File: config.mk
export PLATFORM = sky130hd
export DESIGN_NAME = dds_sweep_ctrl
export DESIGN_NICKNAME = d
export VERILOG_FILES = /design/src/rtl/dds_sweep_ctrl.sv
export SDC_FILE = /design/constraint.sdc
export NUM_CORES = 1
export LEC_CHECK = 0
export CAP_MARGIN = 30
export CORE_MARGIN = 5
export CORE_UTILIZATION = 55
export DETAILED_ROUTE_END_ITERATION = 16
export GPL_ROUTABILITY_DRIVEN = 0
export PLACE_DENSITY = 0.73
export SKIP_LAST_GASP = 1
export SYNTH_ARGS = -nofsm -noshare
export SYNTH_HDL_FRONTEND = slang
export SYNTH_SLANG_ARGS = --single-unit
File: constraint.sdc
create_clock -name clk -period 5.2 [get_ports clk]
set_clock_uncertainty 0.15 [all_clocks]
set_input_delay 1.56 -clock clk [delete_from_list [all_inputs] [get_ports clk]]
set_output_delay 1.56 -clock clk [all_outputs]
set_load 0.1 [all_outputs]
File: src/rtl/dds_sweep_ctrl.sv
// dds_sweep_ctrl: frequency-sequencing controller feeding the tuning-word input of a DDS core.
// A host loads F0/F1/STEP/DWELL/MODE one byte at a time. The block then outputs a registered
// tuning word every clock: fixed at F0, an upward sawtooth sweep, or a triangle sweep.
//
// Optional feature: define DDS_SWEEP_SHADOW_EN to stage addr 0-6 writes in shadow registers.
// The shadows are copied to the active set by the addr-7 (MODE) write.
//
// Ports:
//   clk          system clock
//   rst_n        asynchronous active-low reset
//   wr_en        byte write strobe
//   wr_addr      register byte address (0/1 F0, 2/3 F1, 4/5 STEP, 6 DWELL, 7 MODE)
//   wr_data      write data byte
//   run          level, 1 = sweep enabled
//   tuning_w     registered tuning word
//   sweep_active high while in the sweep state
//   wrap         one-cycle pulse when a step reloads F0
module dds_sweep_ctrl #(
  parameter int unsigned TW      = 16,
  parameter int unsigned DWELL_W = 8
) (
  input  logic          clk,
  input  logic          rst_n,
  input  logic          wr_en,
  input  logic [2:0]    wr_addr,
  input  logic [7:0]    wr_data,
  input  logic          run,
  output logic [TW-1:0] tuning_w,
  output logic          sweep_active,
  output logic          wrap
);

  typedef enum logic {StIdle, StSweep} state_e;

  // Byte-written bank: the shadow set when shadowing is enabled, otherwise the active set.
  logic [TW-1:0]      bk_f0_q, bk_f0_d, bk_f1_q, bk_f1_d, bk_step_q, bk_step_d;
  logic [DWELL_W-1:0] bk_dwell_q, bk_dwell_d;
  logic [1:0]         mode_q, mode_d;
  logic [DWELL_W+7:0] wr_data_ext;

  // Active configuration used by the sweep engine.
  logic [TW-1:0]      f0, f1, step;
  logic [DWELL_W-1:0] dwell;

  function automatic logic [TW-1:0] set_lo(input logic [TW-1:0] cur, input logic [7:0] b);
    return {cur[TW-1:8], b};
  endfunction

  // Bits of the high byte above TW-1 are discarded.
  function automatic logic [TW-1:0] set_hi(input logic [TW-1:0] cur, input logic [7:0] b);
    return {b[TW-9:0], cur[7:0]};
  endfunction

  assign wr_data_ext = {{DWELL_W{1'b0}}, wr_data};

  always_comb begin
    bk_f0_d    = bk_f0_q;
    bk_f1_d    = bk_f1_q;
    bk_step_d  = bk_step_q;
    bk_dwell_d = bk_dwell_q;
    mode_d     = mode_q;
    if (wr_en) begin
      case (wr_addr)
        3'd0:    bk_f0_d    = set_lo(bk_f0_q, wr_data);
        3'd1:    bk_f0_d    = set_hi(bk_f0_q, wr_data);
        3'd2:    bk_f1_d    = set_lo(bk_f1_q, wr_data);
        3'd3:    bk_f1_d    = set_hi(bk_f1_q, wr_data);
        3'd4:    bk_step_d  = set_lo(bk_step_q, wr_data);
        3'd5:    bk_step_d  = set_hi(bk_step_q, wr_data);
        3'd6:    bk_dwell_d = wr_data_ext[DWELL_W-1:0];
        default: mode_d     = wr_data[1:0];
      endcase
    end
  end

  always_ff @(posedge clk or negedge rst_n) begin
    if (!rst_n) begin
      bk_f0_q    <= '0;
      bk_f1_q    <= '0;
      bk_step_q  <= '0;
      bk_dwell_q <= '0;
      mode_q     <= '0;
    end else begin
      bk_f0_q    <= bk_f0_d;
      bk_f1_q    <= bk_f1_d;
      bk_step_q  <= bk_step_d;
      bk_dwell_q <= bk_dwell_d;
      mode_q     <= mode_d;
    end
  end

`ifdef DDS_SWEEP_SHADOW_EN
  logic [TW-1:0]      act_f0_q, act_f1_q, act_step_q;
  logic [DWELL_W-1:0] act_dwell_q;

  // The MODE write commits the whole staged set in one cycle.
  always_ff @(posedge clk or negedge rst_n) begin
    if (!rst_n) begin
      act_f0_q    <= '0;
      act_f1_q    <= '0;
      act_step_q  <= '0;
      act_dwell_q <= '0;
    end else if (wr_en && (wr_addr == 3'd7)) begin
      act_f0_q    <= bk_f0_q;
      act_f1_q    <= bk_f1_q;
      act_step_q  <= bk_step_q;
      act_dwell_q <= bk_dwell_q;
    end
  end

  assign f0    = act_f0_q;
  assign f1    = act_f1_q;
  assign step  = act_step_q;
  assign dwell = act_dwell_q;
`else
  assign f0    = bk_f0_q;
  assign f1    = bk_f1_q;
  assign step  = bk_step_q;
  assign dwell = bk_dwell_q;
`endif

  // Sweep engine
  state_e             state_q;
  logic               dir_down_q;
  logic [DWELL_W-1:0] dwell_cnt_q;
  logic               cfg_valid;
  logic [TW:0]        nxt_up, dn_floor;

  assign cfg_valid = run && ((mode_q == 2'b01) || (mode_q == 2'b10)) &&
                     (step != '0) && (f0 < f1);

  // One extra bit so the step arithmetic never wraps modulo 2^TW.
  assign nxt_up   = {1'b0, tuning_w} + {1'b0, step};
  assign dn_floor = {1'b0, f0} + {1'b0, step};

  always_ff @(posedge clk or negedge rst_n) begin
    if (!rst_n) begin
      state_q      <= StIdle;
      tuning_w     <= '0;
      sweep_active <= 1'b0;
      wrap         <= 1'b0;
      dir_down_q   <= 1'b0;
      dwell_cnt_q  <= '0;
    end else begin
      wrap <= 1'b0;
      case (state_q)
        StIdle: begin
          tuning_w <= f0;
          if (cfg_valid) begin
            state_q      <= StSweep;
            sweep_active <= 1'b1;
            dwell_cnt_q  <= '0;
            dir_down_q   <= 1'b0;
          end
        end
        StSweep: begin
          if (!cfg_valid) begin
            state_q      <= StIdle;
            sweep_active <= 1'b0;
            tuning_w     <= f0;
          end else if (dwell_cnt_q != dwell) begin
            dwell_cnt_q <= dwell_cnt_q + DWELL_W'(1);
          end else begin
            dwell_cnt_q <= '0;
            if ((mode_q == 2'b10) && dir_down_q) begin
              if ({1'b0, tuning_w} < dn_floor) begin
                tuning_w   <= f0;
                dir_down_q <= 1'b0;
                wrap       <= 1'b1;
              end else begin
                tuning_w <= tuning_w - step;
              end
            end else if (mode_q == 2'b01) begin
              if (nxt_up > {1'b0, f1}) begin
                tuning_w <= f0;
                wrap     <= 1'b1;
              end else begin
                tuning_w <= nxt_up[TW-1:0];
              end
            end else begin
              if (nxt_up >= {1'b0, f1}) begin
                tuning_w   <= f1;
                dir_down_q <= 1'b1;
              end else begin
                tuning_w <= nxt_up[TW-1:0];
              end
            end
          end
        end
        default: state_q <= StIdle;
      endcase
    end
  end

endmodule

After elaboration in Yosys (flattened, before gate mapping)
Index checks and enable logic that the tools add are counted.

Flip-flop bits (word level): 86. Bits of input ports: 15. Output and inout bits: 18. Logic and storage cells: 100.

$add $sub $neg: 4. Order comparisons: 4. Eq/ne operators: 17. Muxes and demuxes: 34. Bitwise gates (word level): 8. Reduce and logical (&&, ||, !) cells: 19.

Operator list (number): $pmux 16 s2 (4); $mux 16 (7); $add 16x16->17 (2); $mux 8 (3); $reduce_and 3->1 (6); $ge 17x16->1 (1); $gt 17x16->1 (1); $lt 16x17->1 (1); $mux 1 (17); $lt 16x16->1 (1); $pmux 8 s2 (1); $reduce_bool 16->1 (1); $sub 16x16->16 (1); $eq 3x3->1 const B (3); $add 8x1->8 const B (1); $ne 8x8->1 (1); $not 1->1 (8); $reduce_and 2->1 (4); $reduce_or 7->1 (1); $eq 3x2->1 const B (2); $ne 2x2->1 const B (3); $ne 3x2->1 const B (2); $reduce_and 6->1 (1); $logic_and 1x1->1 (4); 9 further kinds (10).

Longest topological paths before layout
Gate-level depths: netlist (run 1).

Depth in word-level cells: 8. Depth in mapped cells: 22. Depth with buffers taken out: 22.

Least setup slack after synthesis (run 1)
OpenSTA, ideal clock, no wires.

Path type: register -> register. From: register tuning_w[2]. To: register tuning_w[2]. Library setup time: 0.126 ns. Arrival: 4.812 ns. Required time: 4.924 ns. Setup slack: 0.112 ns. Stages on the path, launching flop included: 20. Buffers on the path: 2. Clock period less this slack: 5.088 ns. Cells stage by stage: dfrtp_1 ha_1 buf_2 nand2b_1 a221oi_1 o31ai_1 o221a_2 o21ai_0 a21oi_1 xnor2_1 ha_1 and4_1 nand3_1 or4_1 nand3_1 nor2b_1 buf_4 mux2i_1 mux2i_1 a221o_1.

Cells in the longest elaborated chain, start to end: 8. Elaborated cells on any way between the ends: 13. Classes of those cells: 2 x add/sub; 3 x order compare; 8 x mux.

RTL lines: start: declaration (RTL line 28) `output logic [TW-1:0] tuning_w,`; start signal: assignment (RTL line 171) `tuning_w <= tuning_w - step;`; start signal: assignment (RTL line 178) `tuning_w <= nxt_up[TW-1:0];`; start signal: assignment (RTL line 185) `tuning_w <= nxt_up[TW-1:0];`; $add 16x16->17 (RTL line 133) `assign nxt_up = {1'b0, tuning_w} + {1'b0, step};`; $ge 17x16->1 / $gt 17x16->1 (equally long branches) (RTL line 181, 174); $mux 16, on equally long branches (RTL line 181, 174); $mux 16 (RTL line 173) `end else if (mode_q == 2'b01) begin`; $mux 16 * (RTL line 165) `if ((mode_q == 2'b10) && dir_down_q) begin`; $mux 16 * (RTL line 161) `end else if (dwell_cnt_q != dwell) begin`; $mux 16 * (RTL line 157) `if (!cfg_valid) begin`; $pmux 16 s2 * (RTL line 146) `case (state_q)`.

Every way passes the cells marked *; elsewhere a longest branch is shown, timed or not. The select of a mux whose other input is x is not followed. A chain may end at the register's enable or synchronous reset.

Worst setup path in the final report (run 1)
From: register bk_step_q[2]. To: register tuning_w[3].

Cells in the longest elaborated chain, start to end: 8. Elaborated cells on any way between the ends: 18. Classes of those cells: 3 x add/sub; 3 x order compare; 1 x eq/ne; 8 x mux; 3 x reduce/logical.

RTL lines: start: declaration (RTL line 36) `logic [TW-1:0] bk_f0_q, bk_f0_d, bk_f1_q, bk_f1_d, bk_step_q, bk_step_d;`; start signal: assignment (RTL line 86) `bk_step_q <= bk_step_d;`; $add 16x16->17 (RTL line 133); $ge 17x16->1 / $gt 17x16->1 (equally long branches) (RTL line 181, 174); $mux 16, on equally long branches (RTL line 181, 174); $mux 16 (RTL line 173); $mux 16 (RTL line 165); $mux 16 (RTL line 161); $mux 16 (RTL line 157); $pmux 16 s2 (RTL line 146).

Parallel ways exist; a longest one is shown, timed or not. The select of a mux whose other input is x is not followed.

==> impl_metrics.ini, run 1 <==
[global_routing]
antenna_found_initial = 0
gr-usage-all-layers = 0.279
grt_pass1_wl_mm = 35.2
grt_max_degree = 62
overflow = 0
grt_pass1_vias = 6614

[power]
sw_frac_of_total = 0.525
pwr_density_cell_mw_per_mm2 = 705
switchingPower_mw = 3.11
seqPwrFrac = 0.179
peakVddDrop_uv = 416
p_comb_frac = 0.718
internal_power_mw = 2.82
leakagePower_nw = 3.78
totalPowerFinal_mw = 5.93
clkPwrFrac = 0.103

[synth]
synth_ff_type = dfrtp_1
ys_ff_latch = 86
ys_seq_area_frac = 0.288
ys_top_cells_by_area = dfrtp_1 (29%), ha_1 (17%), mux2_2 (7.4%), o21ai_0 (3.6%), xnor2_1 (3.3%)
synthCells = 815
synth_top_area_cell = dfrtp_1
yosys_warnings = 0
netlist_area_mm2 = 0.00748
synth.distinct_cells = 70
syn_area_per_cell_um2 = 9.18
async_flop_share = 1.00
synth_edf_count = 0
synth_fp_nets = 932
synth_top_cell_area_share = 0.288

[floorplanning]
fp-row-count = 42
die_area_mm2 = 0.0160
fp.dieW_um = 127
pin_count = 33
start_util = 0.563
die_y_um = 127
core_mm2 = 0.0133

[critical_path]
cp_max_fo = 9
r2r_start = bk_step_q[2]
worstRegToRegCells = 19
critPathLaunchType = register
cp_slowest_cell = or4_1
critPathRequiredTime_ns = 5.25
crit_start = bk_step_q[2]
critPathCaptureType = register
worstSetupPathType = reg2reg
arrival_ns = 5.10
crit_chain = inv_1 > ha_1 > nand2b_1 > a221oi_1 > o31ai_2 > o221a_2 > o21ai_0 > a21oi_1 > xnor2_1 > ha_1 > and4_1 > nand3_1 > or4_1 > nand3_1 > buf_4 > nand2b_4 > a31o_2 > nor2_1 > a311oi_1
timing.rr.end = tuning_w[3]
cpPeakStageDelay_ns = 0.53
rrSetupSlack_ns = 0.16
cp-endpoint = tuning_w[3]

[route]
wl_mm = 22.4
post-route-drc-count = 0
drt_iter0_drc = 910
routed_via_density = 6.55
ant_nets = 0
routed-via-count = 6800
first_pass_iters = 5
post_drt_wl_per_cell_um = 21.6

[final_layout]
layout-drive-gt1-share = 0.140
num_antenna_cells = 0
multi_input_area_mm2 = 0.00504
syn_to_final_growth_pct = 12.3
mostFrequentLayoutCells = ha_1 (99), dfrtp_1 (85), inv_1 (60)
fin_nets = 975
regArea_mm2 = 0.00215
final_common_cell = ha_1
finish.utilization = 0.632
n_fill_cell = 1078

[clock_network]
clkSinkCount = 86
htreeDepth = 3
clk_pin_slew_worst_paths_ns = 0.07
clk_latency_ns = 0.35
cts_root_buf = clkbuf_16
cts_buffer_depth = 2
cts_buffers = 9
cts_tree = done

[timing]
slew_headroom = 0.343
fin_crit_ns = 5.04
finalHoldViolations = 0
worstMarginPinSlew_ns = 0.983
maxSlewViolCount = 0
fin_crit_sh = 0.970
fin_hold_ws_ns = 0.354
max_clock_freq_ghz = 0.198
setup_viol = 0

[worst_hold_path]
worstHoldPathType = reg2reg

[run_status]
status = finished, final reports clean

[place]
port_buffers = 32
hpwl_mm = 17.6

[job]
drv_cap = 0
## logic make-up after synthesis
logic type / count (synthesis) / synth area share
AO/OA/AOI/OAI: 204 / 0.187
XOR/XNOR: 51 / 0.0597
adder cells (fa/ha/maj): 102 / 0.174
buffers and inverters: 84 / 0.0467
flip-flops: 86 / 0.288
multiplexers: 60 / 0.0885
AND/OR/NAND/NOR: 228 / 0.157
## cell usage after synthesis, drive strengths merged, types with 5 or more instances
library cell,number
nor2b,9
o21bai,5
ha,99
nor2,48
o2111ai,5
clkbuf,16
and2,6
o211ai,13
dfrtp,86
nand3,22
o221a,5
and3,5
mux2i,11
o21ai,57
nor3,19
o21a,7
o221ai,5
nor4,14
a221oi,7
mux2,49
a21o,10
a211o,8
xnor2,28
a211oi,8
a21oi,39
nand2b,20
or2,6
buf,8
inv,60
xor2,23
nand2,54
nand4,9
a31oi,7
## final cells by class
| type | instances | share of cell area |
|---|---|---|
| Clock buffer | 9 | 0.0268 |
| Clock inverter | 6 | 0.00551 |
| Inverter | 60 | 0.0268 |
| Multi-Input combinational cell | 645 | 0.599 |
| Sequential cell | 86 | 0.256 |
| Tap cell | 176 | 0.0262 |
| Timing Repair Buffer | 56 | 0.0593 |
## power groups by stage
| stage | Combinational, mW | Clock (mW) | Sequential (mW) |
|---|---|---|---|
| 3_5_place_dp | 3.99 | 0 | 1.07 |
| 3_3_place_gp | 3.88 | 0 | 1.06 |
| 6_report | 4.26 | 0.609 | 1.06 |
| 5_1_grt | 4.57 | 0.647 | 1.08 |
| 4_1_cts | 4.01 | 0.618 | 1.05 |
| 2_1_floorplan | 2.65 | 0 | 1.35 |
## stage by stage
step / setup slack (ns) / std cells / area, um2 / TNS [ns]
2_1_floorplan: 0.112 / 815 / 7480 / 0
5_1_grt: -0.0165 / 1038 / 8400 / -0.0165
3_3_place_gp: 0.280 / 1019 / 8050 / 0
3_5_place_dp: 0.193 / 1019 / 8050 / 0
6_report: 0.157 / 1038 / 8400 / 0
4_1_cts: 0.167 / 1034 / 8330 / 0
## flip-flops by register name, summed over array words and instances, names as in the netlist
signal        count
bk_dwell_q        8
bk_f0_q          16
bk_f1_q          16
bk_step_q        16
dir_down_q        1
dwell_cnt_q       8
mode_q            2
state_q           1
sweep_active      1
tuning_w         16
wrap              1
## worst min path at each step
stage	cells after the start	start	to	slack [ns]
6_report	1	sweep_active	sweep_active	0.35
5_1_grt	1	bk_f1_q[12]	bk_f1_q[12]	0.39
4_1_cts	1	sweep_active	sweep_active	0.36
3_5_place_dp	1	sweep_active	sweep_active	0.35
3_3_place_gp	1	sweep_active	sweep_active	0.34
2_1_floorplan	2	dir_down_q	dir_down_q	0.33
## timing repair
| item | 4_1_cts | 5_1_grt |
|---|---|---|
| hold endpoints to repair | 0 | 0 |
| buffers inserted | 0 | 4 |
| hold buffers | 0 | 0 |
| resized for setup | 0 | 11 |
| endpoints found under the setup margin | 0 | 16 |
## critical path: cells and delay by family, from the launching register on
| kind | cells | cell delay, ns |
|---|---|---|
| DFF | 1 | 0.44 |
| AOI/OAI and AO/OA | 7 | 1.53 |
| adders and majority gates | 2 | 0.52 |
| and+or+nand+nor | 7 | 1.54 |
| buffers and inverters | 2 | 0.30 |
| xor gates and xnor gates | 1 | 0.40 |
## routing by layer
metal | part of all wire | track usage | up-vias | wire [um]
met1 | 0.41 | 0.384 | 3272 | 9200
met4 | 0.030 | 0.0833 | 0 | 673
met3 | 0.11 | 0.0521 | 57 | 2500
met5 | 0 | 0 | - | 0
met2 | 0.45 | 0.450 | 395 | 10100
li1 | - | - | 3076 | -
Power figures use the tool's default switching activity.
==> run 2: changes to the inputs <==
- CORE_ASPECT_RATIO: default -> 0.6
- CTS_CLUSTER_DIAMETER: default -> 40
- clock period: 5.2 -> 6.3 ns (I/O delays scaled with it)
==> impl_metrics.ini, run 2 (synthesis results as in run 1) <==
[place]
detailedPlace.worstSlack_ns = 0.909
port_buffers = 32
dpl.cell_count = 1004
hpwl_mm = 17.7
postPlaceCellArea_mm2 = 0.00797

[power]
pwr_density_cell_mw_per_mm2 = 568
internal_power_mw = 2.20
leakagePower_nw = 3.71
switchingPower_mw = 2.50
peakVddDrop_uv = 256
p_comb_frac = 0.688
seqPwrFrac = 0.192
totalPowerFinal_mw = 4.71
sw_frac_of_total = 0.532
clkPwrFrac = 0.120

[floorplanning]
core_mm2 = 0.0135
die_y_um = 100
die_area_mm2 = 0.0161
start_util = 0.554
fp.dieW_um = 161
fp-row-count = 33
pin_count = 33

[critical_path]
cp_slowest_cell = nor3_1
critPathCaptureType = register
critPathRequiredTime_ns = 6.44
cpPeakStageDelay_ns = 0.78
crit_chain = ha_1 > a21o_1 > a21oi_1 > nor2b_1 > o211ai_1 > nand2_1 > a21oi_1 > o221ai_1 > o41ai_1 > xor2_1 > ha_1 > a211o_1 > a2111o_1 > nor4_1 > nor3_1 > nand2_1 > o2111ai_1 > a211o_1 > o221a_2
cp_max_fo = 10
critPathLaunchType = register
arrival_ns = 5.77
worstSetupPathType = reg2reg

[clock_network]
clk_latency_ns = 0.36
post_cts.repair.setup_buffers = 0
clk_pin_slew_worst_paths_ns = 0.08
clkSinkCount = 86
cts_tree = done
cts_root_buf = clkbuf_16
htreeDepth = 3
ctsResizeCount = 0
hold_buffers = 0
cts_buffer_depth = 2
cts_buffers = 9

[global_routing]
grt_pass1_vias = 6289
gr-usage-all-layers = 0.283
overflow = 0
grt_max_degree = 46
grt_pass1_wl_mm = 35.2
antenna_found_initial = 0

[route]
post_drt_wl_per_cell_um = 22.1
wl_mm = 22.5
routed_via_density = 6.43
post-route-drc-count = 0
routed-via-count = 6558
ant_nets = 0
first_pass_iters = 6
drt_iter0_drc = 706

[final_layout]
fin_nets = 957
layout-drive-gt1-share = 0.110
final_area_mm2 = 0.00828
finish.utilization = 0.613
mostFrequentLayoutCells = ha_1 (99), dfrtp_1 (86), inv_1 (60)
syn_to_final_growth_pct = 10.7
final_common_cell = ha_1
n_fill_cell = 1137
instances_no_fill = 1020
num_antenna_cells = 0

[timing]
max_clock_freq_ghz = 0.178
setup_viol = 0
worst_slack_ns = 0.680
setup_tns_ns = 0
worstMarginPinSlew_ns = 0.998
rsz0062_at_grt = no
fin_crit_sh = 0.892
slew_headroom = 0.333
fin_crit_ns = 5.62
fin_hold_ws_ns = 0.362
finalHoldViolations = 0
maxSlewViolCount = 0

[run_status]
status = finished, final reports clean

[worst_hold_path]
worstHoldPathType = reg2reg

[job]
drv_cap = 0
[run 2: critical path: cells and delay by family (launching register included)]
kind,cells,cell delay (ns)
simple gates,5,1.47
xor+xnor,1,0.12
compound gates,11,2.65
flops,1,0.53
fa+ha+maj,2,0.62
[run 2: layer usage]
metal / vias to the layer above / routed length (um) / GRT usage
li1: 3042 / - / -
met1: 3135 / 10300 / 0.410
met2: 335 / 8880 / 0.401
met3: 46 / 2950 / 0.104
met4: 0 / 446 / 0.0668
met5: - / 0 / 0
[run 2: final cells by class]
| type | instances | area, um2 | share of cell area |
|---|---|---|---|
| Clock buffer | 9 | 225 | 0.0272 |
| Clock inverter | 7 | 88.8 | 0.0107 |
| Inverter | 60 | 225 | 0.0272 |
| Multi-Input combinational cell | 645 | 4990 | 0.603 |
| Sequential cell | 86 | 2150 | 0.260 |
| Tap cell | 175 | 219 | 0.0264 |
| Timing Repair Buffer | 38 | 380 | 0.0459 |
[run 2: worst paths after layout]
kind,from,to,cells past startpoint,slack (ns)
setup reg to reg,bk_step_q[1],tuning_w[11],19,0.68
hold / removal,bk_f1_q[12],bk_f1_q[12],1,0.36
hold reg to reg,bk_f1_q[12],bk_f1_q[12],1,0.36
max in group asynchronous,rst_n,bk_step_q[12],2,4.00
setup / recovery,bk_step_q[1],tuning_w[11],19,0.68
min in group asynchronous,rst_n,bk_dwell_q[5],1,1.37
[run 2: power groups by stage]
stage | clock (mW) | combinational, mW | sequential, mW
6_report | 0.564 | 3.24 | 0.906
5_1_grt | 0.591 | 3.51 | 0.922
4_1_cts | 0.568 | 3.16 | 0.894
3_5_place_dp | 0 | 3.13 | 0.905
3_3_place_gp | 0 | 3.04 | 0.893
2_1_floorplan | 0 | 2.19 | 1.11
